[src/rtl/core_ctrl_fsm.sv]
// rtl/core_ctrl_fsm.sv - multi-cycle fetch/decode/execute/mem/writeback sequencer for the FRiscV core
module core_ctrl_fsm #(
  parameter int              ARCH     = 32,
  parameter logic [ARCH-1:0] RESET_PC = '0
) (
  input  logic            clk,
  input  logic            rst,
  output logic            imem_req_out,
  output logic [ARCH-1:0] imem_addr_out,
  input  logic            imem_gnt_in,
  input  logic [ARCH-1:0] imem_rdata_in,
  output logic [ARCH-1:0] instr_out,
  input  logic [6:0]      op_code_in,
  input  logic [2:0]      func3_in,
  input  logic            branch_taken_in,
  input  logic [ARCH-1:0] target_in,
  output logic            dmem_req_out,
  output logic            dmem_we_out,
  input  logic            dmem_gnt_in,
  output logic            rf_we_out,
  output logic [ARCH-1:0] pc_out,
  output logic            retire_out,
  output logic            illegal_instr_out,
  output logic [2:0]      state_out
);

  localparam logic [6:0] OP_REG       = 7'b0110011;
  localparam logic [6:0] OP_IMM_ARITH = 7'b0010011;
  localparam logic [6:0] OP_IMM_JUMP  = 7'b1100111;
  localparam logic [6:0] OP_IMM_LOAD  = 7'b0000011;
  localparam logic [6:0] OP_STORE     = 7'b0100011;
  localparam logic [6:0] OP_BRANCH    = 7'b1100011;
  localparam logic [6:0] OP_U_L_LOAD  = 7'b0110111;
  localparam logic [6:0] OP_JUMP      = 7'b1101111;

  typedef enum logic [2:0] {
    S_FETCH     = 3'd0,
    S_DECODE    = 3'd1,
    S_EXECUTE   = 3'd2,
    S_MEM       = 3'd3,
    S_WRITEBACK = 3'd4,
    S_HALT      = 3'd5
  } state_t;

  state_t          state_q, state_d;
  logic [ARCH-1:0] pc_q, pc_d;
  logic [ARCH-1:0] instr_q, instr_d;
  logic            illegal_q, illegal_d;
  logic            retire_q, retire_d;
  logic            taken_q, taken_d;
  logic [ARCH-1:1] target_q, target_d;

  logic            op_legal;
  logic            op_jump;
  logic            op_branch;
  logic            use_taken;
  logic [ARCH-1:1] use_target;
  logic            redirect;
  logic            unused_bits;

  // func3 is decoded downstream; target bit0 is always discarded
  assign unused_bits = ^{func3_in, target_in[0]};

  always_comb begin
    op_legal = 1'b0;
    case (op_code_in)
      OP_REG, OP_IMM_ARITH, OP_IMM_JUMP, OP_IMM_LOAD,
      OP_STORE, OP_BRANCH, OP_U_L_LOAD, OP_JUMP: op_legal = 1'b1;
      default:                                   op_legal = 1'b0;
    endcase
  end

  assign op_jump   = (op_code_in == OP_JUMP) || (op_code_in == OP_IMM_JUMP);
  assign op_branch = (op_code_in == OP_BRANCH);

  // A branch retires on the same edge it samples the ALU, so bypass the held copy
  assign use_taken  = (state_q == S_EXECUTE) ? branch_taken_in : taken_q;
  assign use_target = (state_q == S_EXECUTE) ? target_in[ARCH-1:1] : target_q;
  assign redirect   = op_jump || (op_branch && use_taken);

  always_comb begin
    state_d   = state_q;
    pc_d      = pc_q;
    instr_d   = instr_q;
    illegal_d = illegal_q;
    retire_d  = 1'b0;
    taken_d   = taken_q;
    target_d  = target_q;
    case (state_q)
      S_FETCH: begin
        if (imem_gnt_in) begin
          instr_d = imem_rdata_in;
          state_d = S_DECODE;
        end
      end
      S_DECODE: begin
        if (!op_legal) begin
          illegal_d = 1'b1;
          state_d   = S_HALT;
        end else begin
          state_d = S_EXECUTE;
        end
      end
      S_EXECUTE: begin
        taken_d  = branch_taken_in;
        target_d = target_in[ARCH-1:1];
        if ((op_jump || (op_branch && branch_taken_in)) && target_in[1]) begin
          illegal_d = 1'b1;
          state_d   = S_HALT;
        end else if (op_code_in == OP_IMM_LOAD || op_code_in == OP_STORE) begin
          state_d = S_MEM;
        end else if (op_branch) begin
          state_d  = S_FETCH;
          retire_d = 1'b1;
        end else begin
          state_d = S_WRITEBACK;
        end
      end
      S_MEM: begin
        if (dmem_gnt_in) begin
          if (op_code_in == OP_STORE) begin
            state_d  = S_FETCH;
            retire_d = 1'b1;
          end else begin
            state_d = S_WRITEBACK;
          end
        end
      end
      S_WRITEBACK: begin
        state_d  = S_FETCH;
        retire_d = 1'b1;
      end
      default: state_d = S_HALT;
    endcase
    if (retire_d) begin
      pc_d = redirect ? {use_target, 1'b0} : pc_q + ARCH'(4);
    end
  end

  always_ff @(posedge clk) begin
    if (rst) begin
      state_q   <= S_FETCH;
      pc_q      <= RESET_PC;
      instr_q   <= '0;
      illegal_q <= 1'b0;
      retire_q  <= 1'b0;
      taken_q   <= 1'b0;
      target_q  <= '0;
    end else begin
      state_q   <= state_d;
      pc_q      <= pc_d;
      instr_q   <= instr_d;
      illegal_q <= illegal_d;
      retire_q  <= retire_d;
      taken_q   <= taken_d;
      target_q  <= target_d;
    end
  end

  assign imem_req_out      = (state_q == S_FETCH);
  assign imem_addr_out     = pc_q;
  assign dmem_req_out      = (state_q == S_MEM);
  assign dmem_we_out       = (state_q == S_MEM) && (op_code_in == OP_STORE);
  assign rf_we_out         = (state_q == S_WRITEBACK);
  assign instr_out         = instr_q;
  assign pc_out            = pc_q;
  assign retire_out        = retire_q;
  assign illegal_instr_out = illegal_q;
  assign state_out         = state_q;

endmodule

[config.mk]
export PLATFORM = sky130hd
export DESIGN_NAME = core_ctrl_fsm
export DESIGN_NICKNAME = d
export VERILOG_FILES = /design/src/rtl/core_ctrl_fsm.sv
export SDC_FILE = /design/constraint.sdc
export NUM_CORES = 1
export LEC_CHECK = 0
export ABC_AREA = 0
export CAP_MARGIN = 20
export CORE_ASPECT_RATIO = 0.75
export CORE_MARGIN = 1
export CORE_UTILIZATION = 40
export CTS_BUF_LIST = sky130_fd_sc_hd__clkbuf_4 sky130_fd_sc_hd__clkbuf_8 sky130_fd_sc_hd__clkbuf_16
export DETAILED_ROUTE_END_ITERATION = 7
export MAX_ROUTING_LAYER = met4
export PLACE_DENSITY = 0.74
export SKIP_LAST_GASP = 1
export SLEW_MARGIN = 0
export SYNTH_ARGS = -nofsm -noshare
export SYNTH_HDL_FRONTEND = slang
export SYNTH_SLANG_ARGS = --single-unit
[constraint.sdc]
create_clock -name clk -period 3.45 [get_ports clk]
set_input_delay 0.69 -clock clk [delete_from_list [all_inputs] [get_ports clk]]
set_output_delay 0.69 -clock clk [all_outputs]
set_load 0.02 [all_outputs]
; ---- After elaboration in Yosys (flattened, before gate mapping)
; Index checks and enable logic that the tools add are counted.
[op_classes]
n_addsub = 1
eq_ne = 16
muxes = 21
n_reduce_logical = 14
[ops]
columns = op, n
row1 = "adder 32 x 3 -> 32 bit, second input constant", 1
row2 = two-way mux 32 bit, 1
row3 = two-way mux 31 bit, 1
row4 = "== test 7 x 6 -> 1 bit, second input constant", 3
row5 = "== test 7 bit, second input constant", 3
row6 = two-way mux 3 bit, 7
row7 = one-hot mux 3 bit (5 select lines), 1
row8 = two-way mux 1 bit, 9
row9 = OR reduction 8 bit, 1
row10 = "== test 7 x 2 -> 1 bit, second input constant", 1
row11 = "== test 7 x 5 -> 1 bit, second input constant", 1
row12 = "== test 3 x 2 -> 1 bit, second input constant", 2
row13 = "!= test 2 x 1 -> 1 bit, second input constant", 3
row14 = logical AND 1 bit, 4
row15 = logical OR 1 bit, 4
row16 = AND reduction 2 bit, 2
row17 = "== test 3 x 1 -> 1 bit, second input constant", 1
row18 = "== test 3 bit, second input constant", 1
row19 = zero test 3 bit, 1
row20 = one-hot mux 1 bit (3 select lines), 1
row21 = AND reduction 3 bit, 1
row22 = "!= test 2 bit, second input constant", 1
row23 = one-hot mux 1 bit (2 select lines), 1
row24 = nonzero test 2 bit, 1
[word_totals]
regBits = 101
in_bits = 79
out_inout_bits = 105
wordCells = 59

; ---- Logic depth before layout (Yosys ltp)
[logic_depth]
word_depth = 6
mapped_depth = 9
mapped_depth_nobuf = 7

; ---- Least setup slack after synthesis
; No wires, ideal clock.
[synth_timing]
kind = register to register
from = register state_q[2], in the netlist state_out[2]
to = register pc_q[12], in the netlist imem_addr_out[12]
setup_ns = 0.128
arrival_ns = 2.031
required_ns = 3.322
setup_slack_ns = 1.291
path_stages_with_launch = 9
n_path_buf = 2
period_less_slack_ns = 2.159
path_cell_list = dfxtp_1 -> buf_2 -> inv_1 -> nor3_1 -> a311oi_1 -> buf_2 -> a21o_1 -> a2bb2oi_1 -> nor2_1
[synth_via]
word_cells_on_any_way = 9
cone_classes = eq/ne: 3 / mux: 4 / reduce/logical: 2
[synth_lines]
columns = item, line
row1 = start: declaration, 45  ; state_t state_q, state_d;
row2 = start signal: assignment, 150  ; state_q <= state_d;
row3 = == test 3 bit, -
row4 = named net rf_we_out, 20  ; output logic rf_we_out,
row5 = one-hot mux 1 bit (3 select lines), 89  ; case (state_q)
row6 = end signal: assignment, 151  ; pc_q <= pc_d;
row7 = end: declaration, 46  ; logic [ARCH-1:0] pc_q, pc_d;
; The timed path passes the listed nets, and every way through them passes these cells.
; A chain may end at the register's enable or synchronous reset.

; ---- Worst setup path after layout
[layout_timing]
from = input op_code_in[2]
to = output dmem_we_out
[layout_via]
elab_chain_len = 2
[layout_rtl]
columns = item, line
row1 = start: declaration, 13  ; input logic [6:0] op_code_in,
row2 = == test 7 x 6 -> 1 bit, 163  ; assign dmem_we_out = (state_q == S_MEM) && (op_code_in == OP_STORE);
row3 = logical AND 1 bit, 163
row4 = end: declaration, 18  ; output logic dmem_we_out,
; Every way passes these cells.

==> out/metrics.yaml <==
final_common_cell: "clkdlybuf4s50_1"
tns_ns: 0
r2r_start: "state_out[1]"
route.detailed.drc: 0
synth_edf_count: 0
cts_buffers: 9
ys_seq_area_frac: 0.4116
reg2regPathDepth: 6
ant_nets: 0
cp-end-kind: "output pin"
grt_overflow: 0
grt_pass1_vias: 4588
synthToLayoutAreaGrowth_pct: 41.32
rsz0062_at_grt: "no"
h-tree-depth: 3
syn_area_per_cell_um2: 7.882
ys_seq_elements: 100
final_cell_mix: "clkdlybuf4s50_1 (176), dfxtp_1 (100), nand2_1 (97)"
clock_skew_ns: 0.008772
place_hpwl_mm: 9.370
required_ns: 2.76
clock_path_buffers: 2
cts_tree: "yes"
synth_cell_types: 56
wl_per_cell_um: 14.42
synthesis.area_um2: 4863
dr.pass1.iters: 5
tightest_slew_ns: 0.7773
fin_ws_ns: 0.2776
critPathCapture: "dmem_we_out"
start_util: 0.4157
fillCellCount: 1030
postCtsSetupBuffers: 0
drt_iter0_drc: 311
cp-startpoint: "op_code_in[2]"
fp.dieW_um: 129.3
finalSetupViolations: 0
place_ws_ns: 0.2909
cts_resized: 0
clk_pin_slew_ns: 0.06
rows: 34
die_area_um2: 12610
grt_max_degree: 50
multi_input_area_um2: 2406
vdd_drop_max_mv: 0.2687
fmax_ghz: 0.3152
slowest_stage: "clkdlybuf4s50_1"
regToRegSetupSlack_ns: 1.07
worstSetupPathType: "input port to output pin"
holdBufCountCts: 0
min_period_ns: 3.172
cts-root-buf: "clkbuf_16"
path_cells: "clkdlybuf4s50_1, nor4_1, and4_1, and2_1, clkdlybuf4s50_1"
antenna_found_initial: 0
max_slew_margin: 0.4775
fin_crit_sh: 0.9195
syn-instance-count: 617
die_h_um: 97.49
yosys_most_used_dff: "dfxtp_1"
drt-total-wl_mm: 13.19
hold_slack_ns: 0.4524
setup.worst_path.start_class: "input port"
gp_congestion: 0.9055
drive_gt1_frac: 0.06109
maxCapViolCount: 0
vias: 4772
regArea_um2: 2002
via_per_inst: 5.215
nNetsFinal: 828
grt_pass1_wl_mm: 21.69
portBuffers: 177
ys_warn_count: 0
hold_depth: 2
cp_data_arrival_time_ns: 2.48
pin_count: 184
hold_viol_final: 0
r2r_end: "imem_addr_out[26]"
max_stage_delay_ns: 0.59
cp_max_fo: 4
crit_top_cell: "clkdlybuf4s50_1"
finalMaxSlewViolations: 0
synth-async-reset-ratio: 0
hp-class: "flop to flop"
status: "finished clean"
leakagePower_nw: 2.262
n_antenna_cell: 0
clock_latency_ns: 0.34
gr-usage-all-layers: 0.2197
p_per_area_nw_per_um2: 382.4
clock-sinks: 100
core_area_um2: 11700
-- area by class of cell --
class | count | area share
multi-input combinational | 434 | 0.3501
sequential | 100 | 0.2913
timing repair buffer | 192 | 0.2767
clock buffer | 12 | 0.03878
tap | 162 | 0.02949
clock inverter | 4 | 0.007646
inverter | 11 | 0.006008
-- per-stage QoR --
stage / instances / utilization / cell area (µm²) / power, W
after floorplan: 618 / - / 4867 / 0.001396
after global placement: 898 / 0.5579 / 6526 / 0.001573
after detailed placement: 898 / 0.5579 / 6526 / 0.001580
after CTS: 914 / 0.5851 / 6845 / 0.002653
after global routing: 915 / 0.5875 / 6873 / 0.002734
final: 915 / 0.5875 / 6873 / 0.002628
-- report_power, final --
| group | internal (W) | total (W) | switching, W |
|---|---|---|---|
| Clock | 0.000626 | 0.00107 | 0.000439 |
| Combinational | 0.000178 | 0.000351 | 0.000173 |
| Sequential | 0.00119 | 0.00121 | 0.0000244 |
-- critical path, delay by kind of cell --
kind | cells | cell delay [ns]
buffers and inverters | 2 | 1.06
and+or+nand+nor | 3 | 0.73
-- flip-flops by register name, indices dropped and copies added (netlist names) --
register / flops
illegal_instr_out: 1
imem_addr_out: 31
instr_out: 32
retire_out: 1
state_out: 3
taken_q: 1
target_q: 31
-- Yosys cell counts (5+ instances only) --
master | number | area share
a21oi_1 | 78 | 0.080
and2_1 | 5 | 0.0064
buf_2 | 15 | 0.015
buf_4 | 36 | 0.056
clkbuf_1 | 20 | 0.015
dfxtp_1 | 100 | 0.41
inv_1 | 10 | 0.0077
mux2i_1 | 31 | 0.064
nand2_1 | 97 | 0.075
nand3_1 | 12 | 0.012
nand4_1 | 6 | 0.0077
nor2_1 | 70 | 0.054
nor2b_1 | 5 | 0.0064
nor3_1 | 18 | 0.019
nor4_1 | 9 | 0.012
o21a_1 | 5 | 0.0077
o21ai_0 | 8 | 0.0082
o21ai_1 | 27 | 0.028
-- how the worst min path moves through the flow --
stage | startpoint | to | slack, ns
finish | instr_out[28] | instr_out[28] | 0.45
global route | instr_out[4] | instr_out[4] | 0.48
CTS | instr_out[28] | instr_out[28] | 0.46
detailed placement | instr_out[4] | instr_out[4] | 0.45
global placement | taken_q | taken_q | 0.44
floorplan | taken_q | taken_q | 0.43
-- per-layer routing --
layer | vias to the layer above | GRT usage | share of wire
li1 | 2357 | - | -
met1 | 2200 | 0.2684 | 0.45
met2 | 195 | 0.3387 | 0.45
met3 | 20 | 0.07048 | 0.084
met4 | 0 | 0.07511 | 0.014
met5 | - | - | 0
-- cells by family after synthesis --
| kind of cell | Yosys count | share of synthesized area |
|---|---|---|
| xor+xnor | 1 | 0.001801 |
| flops | 100 | 0.4116 |
| fa+ha+maj | 1 | 0.002572 |
| buf+inv | 84 | 0.09802 |
| compound gates | 148 | 0.1773 |
| other cells | 1 | 0.0007711 |
| simple gates | 249 | 0.2395 |
| mux | 33 | 0.06843 |
Power figures use the tool's default switching activity.
